$ cat src/rtl/dmem_port_master.sv
`default_nettype none
// ============================================================================
// Module   : dmem_port_master
// Purpose  : Load/store burst initiator for one shared data-memory port.
//            Issues one memory access per cycle, returns load data as a
//            response stream and pulses done when a burst completes.
// Options  : DMEM_PORT_ADDR_CHECK_EN - reject bursts that run past MEM_DEPTH-1
//            and report them with a one-cycle err pulse.
// Revision : 1.0 - initial release
// ============================================================================
module dmem_port_master #(
    parameter int ADDR_W    = 16,
    parameter int DATA_W    = 16,
    parameter int MEM_DEPTH = 256
) (
    input  logic              clock,
    input  logic              reset,
    input  logic              req_valid,
    output logic              req_ready,
    input  logic              req_write,
    input  logic [ADDR_W-1:0] req_addr,
    input  logic [3:0]        req_len,
    input  logic              wr_valid,
    output logic              wr_ready,
    input  logic [DATA_W-1:0] wr_data,
    output logic              rd_valid,
    output logic [DATA_W-1:0] rd_data,
    output logic              rd_last,
    output logic              done,
`ifdef DMEM_PORT_ADDR_CHECK_EN
    output logic              err,
`endif
    output logic [1:0]        mem_control,
    output logic [ADDR_W-1:0] mem_addr,
    output logic [DATA_W-1:0] mem_wdata,
    input  logic [DATA_W-1:0] mem_rdata
);

    localparam logic [1:0]        C_CTRL_IDLE  = 2'b00;
    localparam logic [1:0]        C_CTRL_READ  = 2'b10;
    localparam logic [1:0]        C_CTRL_WRITE = 2'b11;
    localparam logic [ADDR_W-1:0] C_ADDR_ONE   = 1;
    localparam logic [4:0]        C_CNT_ONE    = 5'd1;

    typedef enum logic [1:0] {
        ST_IDLE  = 2'd0,
        ST_READ  = 2'd1,
        ST_WRITE = 2'd2,
        ST_DRAIN = 2'd3
    } state_t;

    state_t              state_q, state_d;
    logic [ADDR_W-1:0]   addr_q, addr_d;          // address of the next access to issue
    logic [4:0]          count_q, count_d;        // accesses still to issue
    logic                req_ready_q, req_ready_d;
    logic                wr_ready_q, wr_ready_d;
    logic                rd_valid_q, rd_valid_d;
    logic                rd_last_q, rd_last_d;
    logic                done_q, done_d;
    logic                wr_pend_q, wr_pend_d;    // last store word is on the bus now
    logic [1:0]          mem_control_q, mem_control_d;
    logic [ADDR_W-1:0]   mem_addr_q, mem_addr_d;
    logic [DATA_W-1:0]   mem_wdata_q, mem_wdata_d;

`ifdef DMEM_PORT_ADDR_CHECK_EN
    logic                err_q, err_d;
    logic [ADDR_W:0]     w_end_addr;
    logic                w_addr_ok;

    // Extra bit keeps the end-of-burst sum from wrapping before the compare
    assign w_end_addr = {1'b0, req_addr} + {{(ADDR_W-3){1'b0}}, req_len};
    assign w_addr_ok  = (w_end_addr <= (ADDR_W+1)'(MEM_DEPTH - 1));
    assign err        = err_q;
`endif

    // Next-state and registered-output computation
    always_comb begin
        state_d       = state_q;
        addr_d        = addr_q;
        count_d       = count_q;
        mem_control_d = C_CTRL_IDLE;
        mem_addr_d    = mem_addr_q;
        mem_wdata_d   = mem_wdata_q;
        rd_valid_d    = 1'b0;
        rd_last_d     = 1'b0;
        done_d        = wr_pend_q;
        wr_pend_d     = 1'b0;
`ifdef DMEM_PORT_ADDR_CHECK_EN
        err_d         = 1'b0;
`endif
        case (state_q)
            ST_IDLE: begin
`ifdef DMEM_PORT_ADDR_CHECK_EN
                if (req_valid && !w_addr_ok) begin
                    err_d = 1'b1;
                end else
`endif
                if (req_valid) begin
                    if (req_write) begin
                        state_d = ST_WRITE;
                        addr_d  = req_addr;
                        count_d = {1'b0, req_len} + C_CNT_ONE;
                    end else begin
                        // First read goes out on the acceptance edge
                        state_d       = ST_READ;
                        mem_control_d = C_CTRL_READ;
                        mem_addr_d    = req_addr;
                        addr_d        = req_addr + C_ADDR_ONE;
                        count_d       = {1'b0, req_len};
                    end
                end
            end
            ST_READ: begin
                // A read is on the bus this cycle, so its data returns next cycle
                rd_valid_d = 1'b1;
                if (count_q == 5'd0) begin
                    state_d   = ST_DRAIN;
                    rd_last_d = 1'b1;
                    done_d    = 1'b1;
                end else begin
                    mem_control_d = C_CTRL_READ;
                    mem_addr_d    = addr_q;
                    addr_d        = addr_q + C_ADDR_ONE;
                    count_d       = count_q - C_CNT_ONE;
                end
            end
            ST_WRITE: begin
                if (wr_valid) begin
                    mem_control_d = C_CTRL_WRITE;
                    mem_addr_d    = addr_q;
                    mem_wdata_d   = wr_data;
                    addr_d        = addr_q + C_ADDR_ONE;
                    count_d       = count_q - C_CNT_ONE;
                    if (count_q == C_CNT_ONE) begin
                        state_d   = ST_IDLE;
                        wr_pend_d = 1'b1;
                    end
                end
            end
            ST_DRAIN: begin
                state_d = ST_IDLE;
            end
            default: begin
                state_d = ST_IDLE;
            end
        endcase
        req_ready_d = (state_d == ST_IDLE);
        wr_ready_d  = (state_d == ST_WRITE);
    end

    // State and output registers with synchronous reset
    always_ff @(posedge clock) begin
        if (reset) begin
            state_q       <= ST_IDLE;
            addr_q        <= '0;
            count_q       <= '0;
            req_ready_q   <= 1'b1;
            wr_ready_q    <= 1'b0;
            rd_valid_q    <= 1'b0;
            rd_last_q     <= 1'b0;
            done_q        <= 1'b0;
            wr_pend_q     <= 1'b0;
            mem_control_q <= C_CTRL_IDLE;
            mem_addr_q    <= '0;
            mem_wdata_q   <= '0;
`ifdef DMEM_PORT_ADDR_CHECK_EN
            err_q         <= 1'b0;
`endif
        end else begin
            state_q       <= state_d;
            addr_q        <= addr_d;
            count_q       <= count_d;
            req_ready_q   <= req_ready_d;
            wr_ready_q    <= wr_ready_d;
            rd_valid_q    <= rd_valid_d;
            rd_last_q     <= rd_last_d;
            done_q        <= done_d;
            wr_pend_q     <= wr_pend_d;
            mem_control_q <= mem_control_d;
            mem_addr_q    <= mem_addr_d;
            mem_wdata_q   <= mem_wdata_d;
`ifdef DMEM_PORT_ADDR_CHECK_EN
            err_q         <= err_d;
`endif
        end
    end

    assign req_ready   = req_ready_q;
    assign wr_ready    = wr_ready_q;
    assign rd_valid    = rd_valid_q;
    assign rd_last     = rd_last_q;
    assign done        = done_q;
    assign mem_control = mem_control_q;
    assign mem_addr    = mem_addr_q;
    assign mem_wdata   = mem_wdata_q;
    // Memory output is already registered; rd_valid qualifies it
    assign rd_data     = mem_rdata;

endmodule
`default_nettype wire

$ cat config.mk
export PLATFORM = sky130hd
export DESIGN_NAME = dmem_port_master
export DESIGN_NICKNAME = d
export VERILOG_FILES = /design/src/rtl/dmem_port_master.sv
export SDC_FILE = /design/constraint.sdc
export NUM_CORES = 1
export LEC_CHECK = 0
export CORE_MARGIN = 2
export CORE_UTILIZATION = 45
export DETAILED_ROUTE_END_ITERATION = 12
export PLACE_DENSITY = 0.86
export SYNTH_ARGS = -nofsm -noshare
export SYNTH_HDL_FRONTEND = slang
export SYNTH_SLANG_ARGS = --single-unit
$ cat constraint.sdc
create_clock -name clock -period 2.1 [get_ports clock]
set_input_delay 0.315 -clock clock [delete_from_list [all_inputs] [get_ports clock]]
set_output_delay 0.315 -clock clock [all_outputs]
set_load 0.02 [all_outputs]
==> results.toml, run 1 <==
[logic_synthesis]
yosysSeqAreaShare_pct = 35.5
synth_top_flop_cell = "sky130_fd_sc_hd__dfxtp_1"
netlist_area_mm2 = 0.00355
synthMostInstantiatedCell = "sky130_fd_sc_hd__nand2_1"
synth.avg_cell_area_um2 = 8.13
synth_seq_cells = 63
ys.warnings.count = 0
synth.lib_cells_used.distinct = 52
syn_nets = 504
yosysTopAreaCell = "sky130_fd_sc_hd__dfxtp_1"
postSynthCellCount = 437
synth-edff-count = 0
async_flop_share_pct = 0
yosysTopAreaCellShare_pct = 35.5
synth_top_area_cells = "sky130_fd_sc_hd__dfxtp_1 (35%), sky130_fd_sc_hd__nand2_1 (6.9%), sky130_fd_sc_hd__a21oi_1 (5.2%), sky130_fd_sc_hd__buf_4 (4.6%), sky130_fd_sc_hd__mux2i_1 (3.9%)"
synth.cells.most_frequent = "sky130_fd_sc_hd__nand2_1 (65), sky130_fd_sc_hd__dfxtp_1 (63), sky130_fd_sc_hd__a21oi_1 (37)"

[setup_path]
crit_path_max_incr_delay_ns = 0.61
worstPathRequired_ns = 2.34
setup.worst_path.end_class = "register"
start_kind = "register"
critical_path_class = "register to register"
worstPathCellList = "ha_1 > nand3_1 > or4_1 > o22a_1 > o32ai_1"
cell_with_the_largest_stage_delay_on_the_worst_path = "sky130_fd_sc_hd__or4_1"
crit_arrival_ns = 2.13
critical_path.max_fanout = 5

[floorplanning]
core-area_mm2 = 0.00769
die-height_um = 92.9
dieArea_mm2 = 0.00863
initial_core_utilization_pct = 46.2
floorplan.rows = 32
io_pins = 112
die-width_um = 92.9

[clock_network]
cts_buffers = 9
clock_tree_from_tritoncts = "yes"
worstSkewPairLatency_ns = 0.33
tritoncts_num_sinks = 63
cts_h_tree_depth = 3
cts_root_buffer = "sky130_fd_sc_hd__clkbuf_8"
clock_path_buffers = 2
cts_post_setup_buffers_inserted = 0
cts.reportedPaths.clkPinSlew_ns = 0.07

[placement]
io_buffers = 79
placed_cells = 607
postPlaceCellArea_mm2 = 0.00448
routability_driven_placement_congestion_ratio = 1.00
dp.final_hpwl_mm = 6.84

[global_routing]
largest_net_degree_at_the_start_of_global_routing = 35
number_of_global_route_vias_before_repair = 3190
initial_antenna_violation_count = 0
grt_pass1_wl_mm = 14.9
grt-ovfl-total = 0
grt_util_all_layers_pct = 21.5

[timing]
finalWorstPathRequiredPeriod_ns = 1.89
skew_ns = 0.00633
max_slew_margin_pct = 62.3
timing_max_transition_violations_final = 0
finalHoldViolations = 0
tightest_slew_ns = 0.566
final-setup-viol-count = 0
rsz0062_at_grt = "false"
tns_ns = 0
fmaxAchievable_mhz = 529
post-route-period-util_pct = 90.0

[detailed_routing]
ant_nets = 0
remaining_routing_drc_violations = 0
route.top_layer_used = "met4"
dr.first_iter.drc_count = 302
routed_wire_length_per_instance_um = 14.8
met2_wirelength_mm = 4.42
via_count = 3388
met3_length_um = 469
detail_route.wirelength.met1_mm = 4.13
drt_wl_total_mm = 9.22
vias_per_cell = 5.44
dr.pass1.iters = 5

[finish]
flow.area_growth_from_synthesis_pct = 32.1
postLayoutCellArea_mm2 = 0.00470
stdcell_count = 623
post_route_cells_drive_above_1_share_pct = 11.7
num-nets-final = 583
filler_cell_count = 658
antenna_cells = 0

[pwr]
power.density_cell_area_mw_per_mm2 = 877
power_leakage_nw = 1.68
irDropWorstVdd_mv = 0.430

[worst_hold_path]
timing.hold.worst.class = "register to register"

[run]
maxCapViolations = 0

[run_status]
outcome = "finished clean"
[routing by layer]
layer,up-vias,track usage [%]
met5,-,0
met4,0,8.46
met3,23,3.66
met2,103,36.2
met1,1559,27.2
li1,1703,-
[final cells by class]
| type | count | area, um2 | share of cell area, % |
|---|---|---|---|
| tap | 102 | 128 | 2.72 |
| inverter | 16 | 60.1 | 1.28 |
| clock inverter | 5 | 56.3 | 1.20 |
| sequential | 63 | 1260 | 26.9 |
| timing repair buffer | 110 | 1040 | 22.2 |
| multi-input combinational | 316 | 2000 | 42.5 |
| clock buffer | 11 | 151 | 3.22 |
[placed cells by master (no fill, tap or decap), drive strengths merged, types with 7 or more instances in the layout]
cell           count
nand2             65
ha                10
a211oi            15
buf               32
nor2              31
clkbuf            11
a21oi             37
dfxtp             63
nand4              9
nand2b             7
nand3             10
o21ai             19
mux2i             14
nor3               9
a311oi             7
inv               16
clkdlybuf4s50     78
xor2              10
[flip-flops by register name, summed over array words and instances, names as in the netlist]
register	flops
done	1
addr_q	16
mem_wdata	16
wr_ready	1
mem_addr	16
rd_last	1
req_ready	1
mem_control	2
wr_pend_q	1
rd_valid	1
count_q	5
state_q	2
[cells by family (layout without fill, tap and decap cells)]
family	Yosys count	count (layout)	share of synthesized area [%]
fa+ha+maj	10	10	3.52
flops	63	63	35.5
simple gates	166	166	24.4
mux	15	15	4.26
compound gates	109	109	19.6
xor+xnor	16	16	3.94
buf+inv	58	142	8.73
[path summary, 6_finish.rpt]
path | from | endpoint | slack, ns | depth (start not counted)
worst min register to register | wr_pend_q | done | 0.43 | 2
worst max-delay path | addr_q[0] | addr_q[12] | 0.21 | 5
worst max register to register | addr_q[0] | addr_q[12] | 0.21 | 5
worst min-delay path | wr_pend_q | done | 0.43 | 2
[repair_timing]
item,4_1_cts,5_1_grt
gates resized for setup,0,2
hold buffers,0,0
endpoints found under the setup margin,0,12
hold endpoints to repair,0,0
[metrics by stage]
stage               hold WS (ns)  utilization, %  power (mW)  setup slack (ns)
floorplan                  0.406               -        2.49             0.357
global placement           0.421            58.3        2.98            0.0932
detailed placement         0.424            58.3        3.03           -0.0127
CTS                        0.436            61.0        4.11             0.183
global route               0.449            61.1        4.35            0.0177
finish                     0.432            61.1        4.12             0.209
[where the power goes]
group	switching, mW	total (mW)	internal [mW]
registers	0.149	1.53	1.38
logic	0.810	1.51	0.696
clock network	0.474	1.08	0.611
[worst max-delay path: cells and delay by family, from the launching register on]
kind	cells	cell delay, ns
simple gates	2	0.86
compound gates	2	0.35
flops	1	0.35
fa+ha+maj	1	0.24
(Power assumes the default switching activity.)
==> run 2, diff against run 1 <==
--- a/config.mk
+++ b/config.mk
@@ -5,10 +5,12 @@
 export SDC_FILE = /design/constraint.sdc
 export NUM_CORES = 1
 export LEC_CHECK = 0
+export CELL_PAD_IN_SITES_DETAIL_PLACEMENT = 0
+export CELL_PAD_IN_SITES_GLOBAL_PLACEMENT = 1
 export CORE_MARGIN = 2
-export CORE_UTILIZATION = 45
+export CORE_UTILIZATION = 34
 export DETAILED_ROUTE_END_ITERATION = 12
-export PLACE_DENSITY = 0.86
+export PLACE_DENSITY = 0.89
 export SYNTH_ARGS = -nofsm -noshare
 export SYNTH_HDL_FRONTEND = slang
 export SYNTH_SLANG_ARGS = --single-unit
==> results.toml, run 2 (synthesis gave the netlist of run 1 again) <==
[floorplanning]
dieArea_mm2 = 0.0113
io_pins = 112
core-area_mm2 = 0.0102
initial_core_utilization_pct = 34.7
floorplan.rows = 37
die-height_um = 106
die-width_um = 106

[setup_path]
worst-r2r-cell-count = 7
critPathCapture = "mem_addr[15]"
start_kind = "register"
regToRegStartpoint = "state_q[1]"
critical_path.max_fanout = 32
critical_path.reg2reg.endpoint = "mem_addr[15]"
setup.reg_to_reg.worst_slack_ns = 0.18
crit_arrival_ns = 2.17
setup.worst_path.end_class = "register"
worstPathRequired_ns = 2.35
critical_path_class = "register to register"
worstSetupStartpoint = "state_q[1]"

[clock_network]
tritoncts_num_sinks = 63
cts.reportedPaths.clkPinSlew_ns = 0.08
cts_buffers = 9
worstSkewPairLatency_ns = 0.34
cts.hold.buffers_added = 0
clock_tree_from_tritoncts = "yes"
post_cts_resized = 0
cts_root_buffer = "sky130_fd_sc_hd__clkbuf_8"
cts_h_tree_depth = 3
clock_path_buffers = 2
cts_post_setup_buffers_inserted = 0

[global_routing]
number_of_global_route_vias_before_repair = 3175
global_route.peak_usage_layer = "met2"
globalRouteMet1Util_pct = 20.5
grt-ovfl-total = 0
grt_pass1_wl_mm = 14.9
initial_antenna_violation_count = 0
grt_util_all_layers_pct = 16.4
globalRouteMet3Util_pct = 3.99
grt.met2_usage_pct = 27.1
largest_net_degree_at_the_start_of_global_routing = 33

[timing]
final-setup-viol-count = 0
max_slew_margin_pct = 64.8
final_worst_path_setup_slack_ns = 0.181
fmaxAchievable_mhz = 521
tightest_slew_ns = 0.528
skew_ns = 0.00874
finalHoldViolations = 0
finalWorstPathRequiredPeriod_ns = 1.92
timing_max_transition_violations_final = 0
post-route-period-util_pct = 91.4
rsz0062_at_grt = "false"

[detailed_routing]
ant_nets = 0
dr.first_iter.drc_count = 208
vias_per_cell = 5.09
via_count = 3341
routed_wire_length_per_instance_um = 13.8
drt_wl_total_mm = 9.03
dr.pass1.iters = 5
remaining_routing_drc_violations = 0

[worst_hold_path]
timing.hold.worst.class = "register to register"

[finish]
final_common_cell = "sky130_fd_sc_hd__clkdlybuf4s50_1"
num-nets-final = 582
post_route_cells_drive_above_1_share_pct = 11.3
mostFrequentLayoutCells = "sky130_fd_sc_hd__clkdlybuf4s50_1 (78), sky130_fd_sc_hd__nand2_1 (64), sky130_fd_sc_hd__dfxtp_1 (63), sky130_fd_sc_hd__a21oi_1 (37), sky130_fd_sc_hd__nor2_1 (31)"
flow.area_growth_from_synthesis_pct = 31.5
antenna_cells = 0

[pwr]
fin_total_pwr_mw = 3.95
irDropWorstVdd_mv = 0.324
power_leakage_nw = 1.65
power.density_cell_area_mw_per_mm2 = 844

[placement]
routability_driven_placement_congestion_ratio = 0.922
dp.final_hpwl_mm = 6.80
io_buffers = 79
pre_cts_ws_ns = -0.0299

[run]
maxCapViolations = 0

[run_status]
outcome = "finished clean"
-- run 2: changes by cell type in the layout (fill, tap and decap cells not counted) --
cell                        change
sky130_fd_sc_hd__a32oi_2        -1
sky130_fd_sc_hd__a32oi_1        +1
sky130_fd_sc_hd__buf_12         -1
sky130_fd_sc_hd__clkbuf_8       -2
sky130_fd_sc_hd__clkinv_4       +1
sky130_fd_sc_hd__clkinv_2       +1
sky130_fd_sc_hd__inv_6          +1
sky130_fd_sc_hd__bufinv_16      -1
-- run 2: worst min-delay path by stage --
stage	start	end	slack, ns	cells after the start
finish	wr_pend_q	done	0.44	2
global route	wr_pend_q	done	0.45	2
CTS	wr_pend_q	done	0.44	2
detailed placement	wr_pend_q	done	0.43	2
global placement	wr_pend_q	done	0.43	2
floorplan	reset	state_q[1]	0.41	1
-- run 2: layer usage --
layer	vias up	part of all wire, %
li1	1686	-
met1	1536	45
met2	102	47
met3	17	5.4
met4	0	2.0
met5	-	0
-- run 2: stage by stage --
step	cell area [um2]	utilization (%)	instances	hold WS [ns]	setup TNS, ns
after floorplan	3550	-	437	0.406	0
after global placement	4500	44.0	640	0.431	0
after detailed placement	4500	44.0	640	0.433	-0.0539
after CTS	4670	45.7	656	0.439	0
after global routing	4680	45.7	656	0.454	0
final	4680	45.7	656	0.438	0
-- run 2: power breakdown --
part / switching [mW] / internal, mW / total (mW)
combinational: 0.783 / 0.688 / 1.47
clock: 0.530 / 0.430 / 0.959
sequential: 0.139 / 1.38 / 1.52
total: 1.45 / 2.50 / 3.95
-- run 2: layout make-up --
cell class              count  area [um2]
multi-input cells         316        1990
repair buffers            109        1020
well taps                 136         170
clock buffers               9         124
inverters                  16        60.1
fillers                  1033        5560
clock inverters             7        48.8
flip-flops and latches     63        1260
-- run 2: worst max-delay path: stages, from the launching register on --
cell,delay (ns)
sky130_fd_sc_hd__dfxtp_1,0.40
sky130_fd_sc_hd__inv_1,0.10
sky130_fd_sc_hd__ha_1,0.25
sky130_fd_sc_hd__a32oi_1,0.33
sky130_fd_sc_hd__a21boi_2,0.27
sky130_fd_sc_hd__buf_12,0.19
sky130_fd_sc_hd__nor2_1,0.06
sky130_fd_sc_hd__a311oi_1,0.22
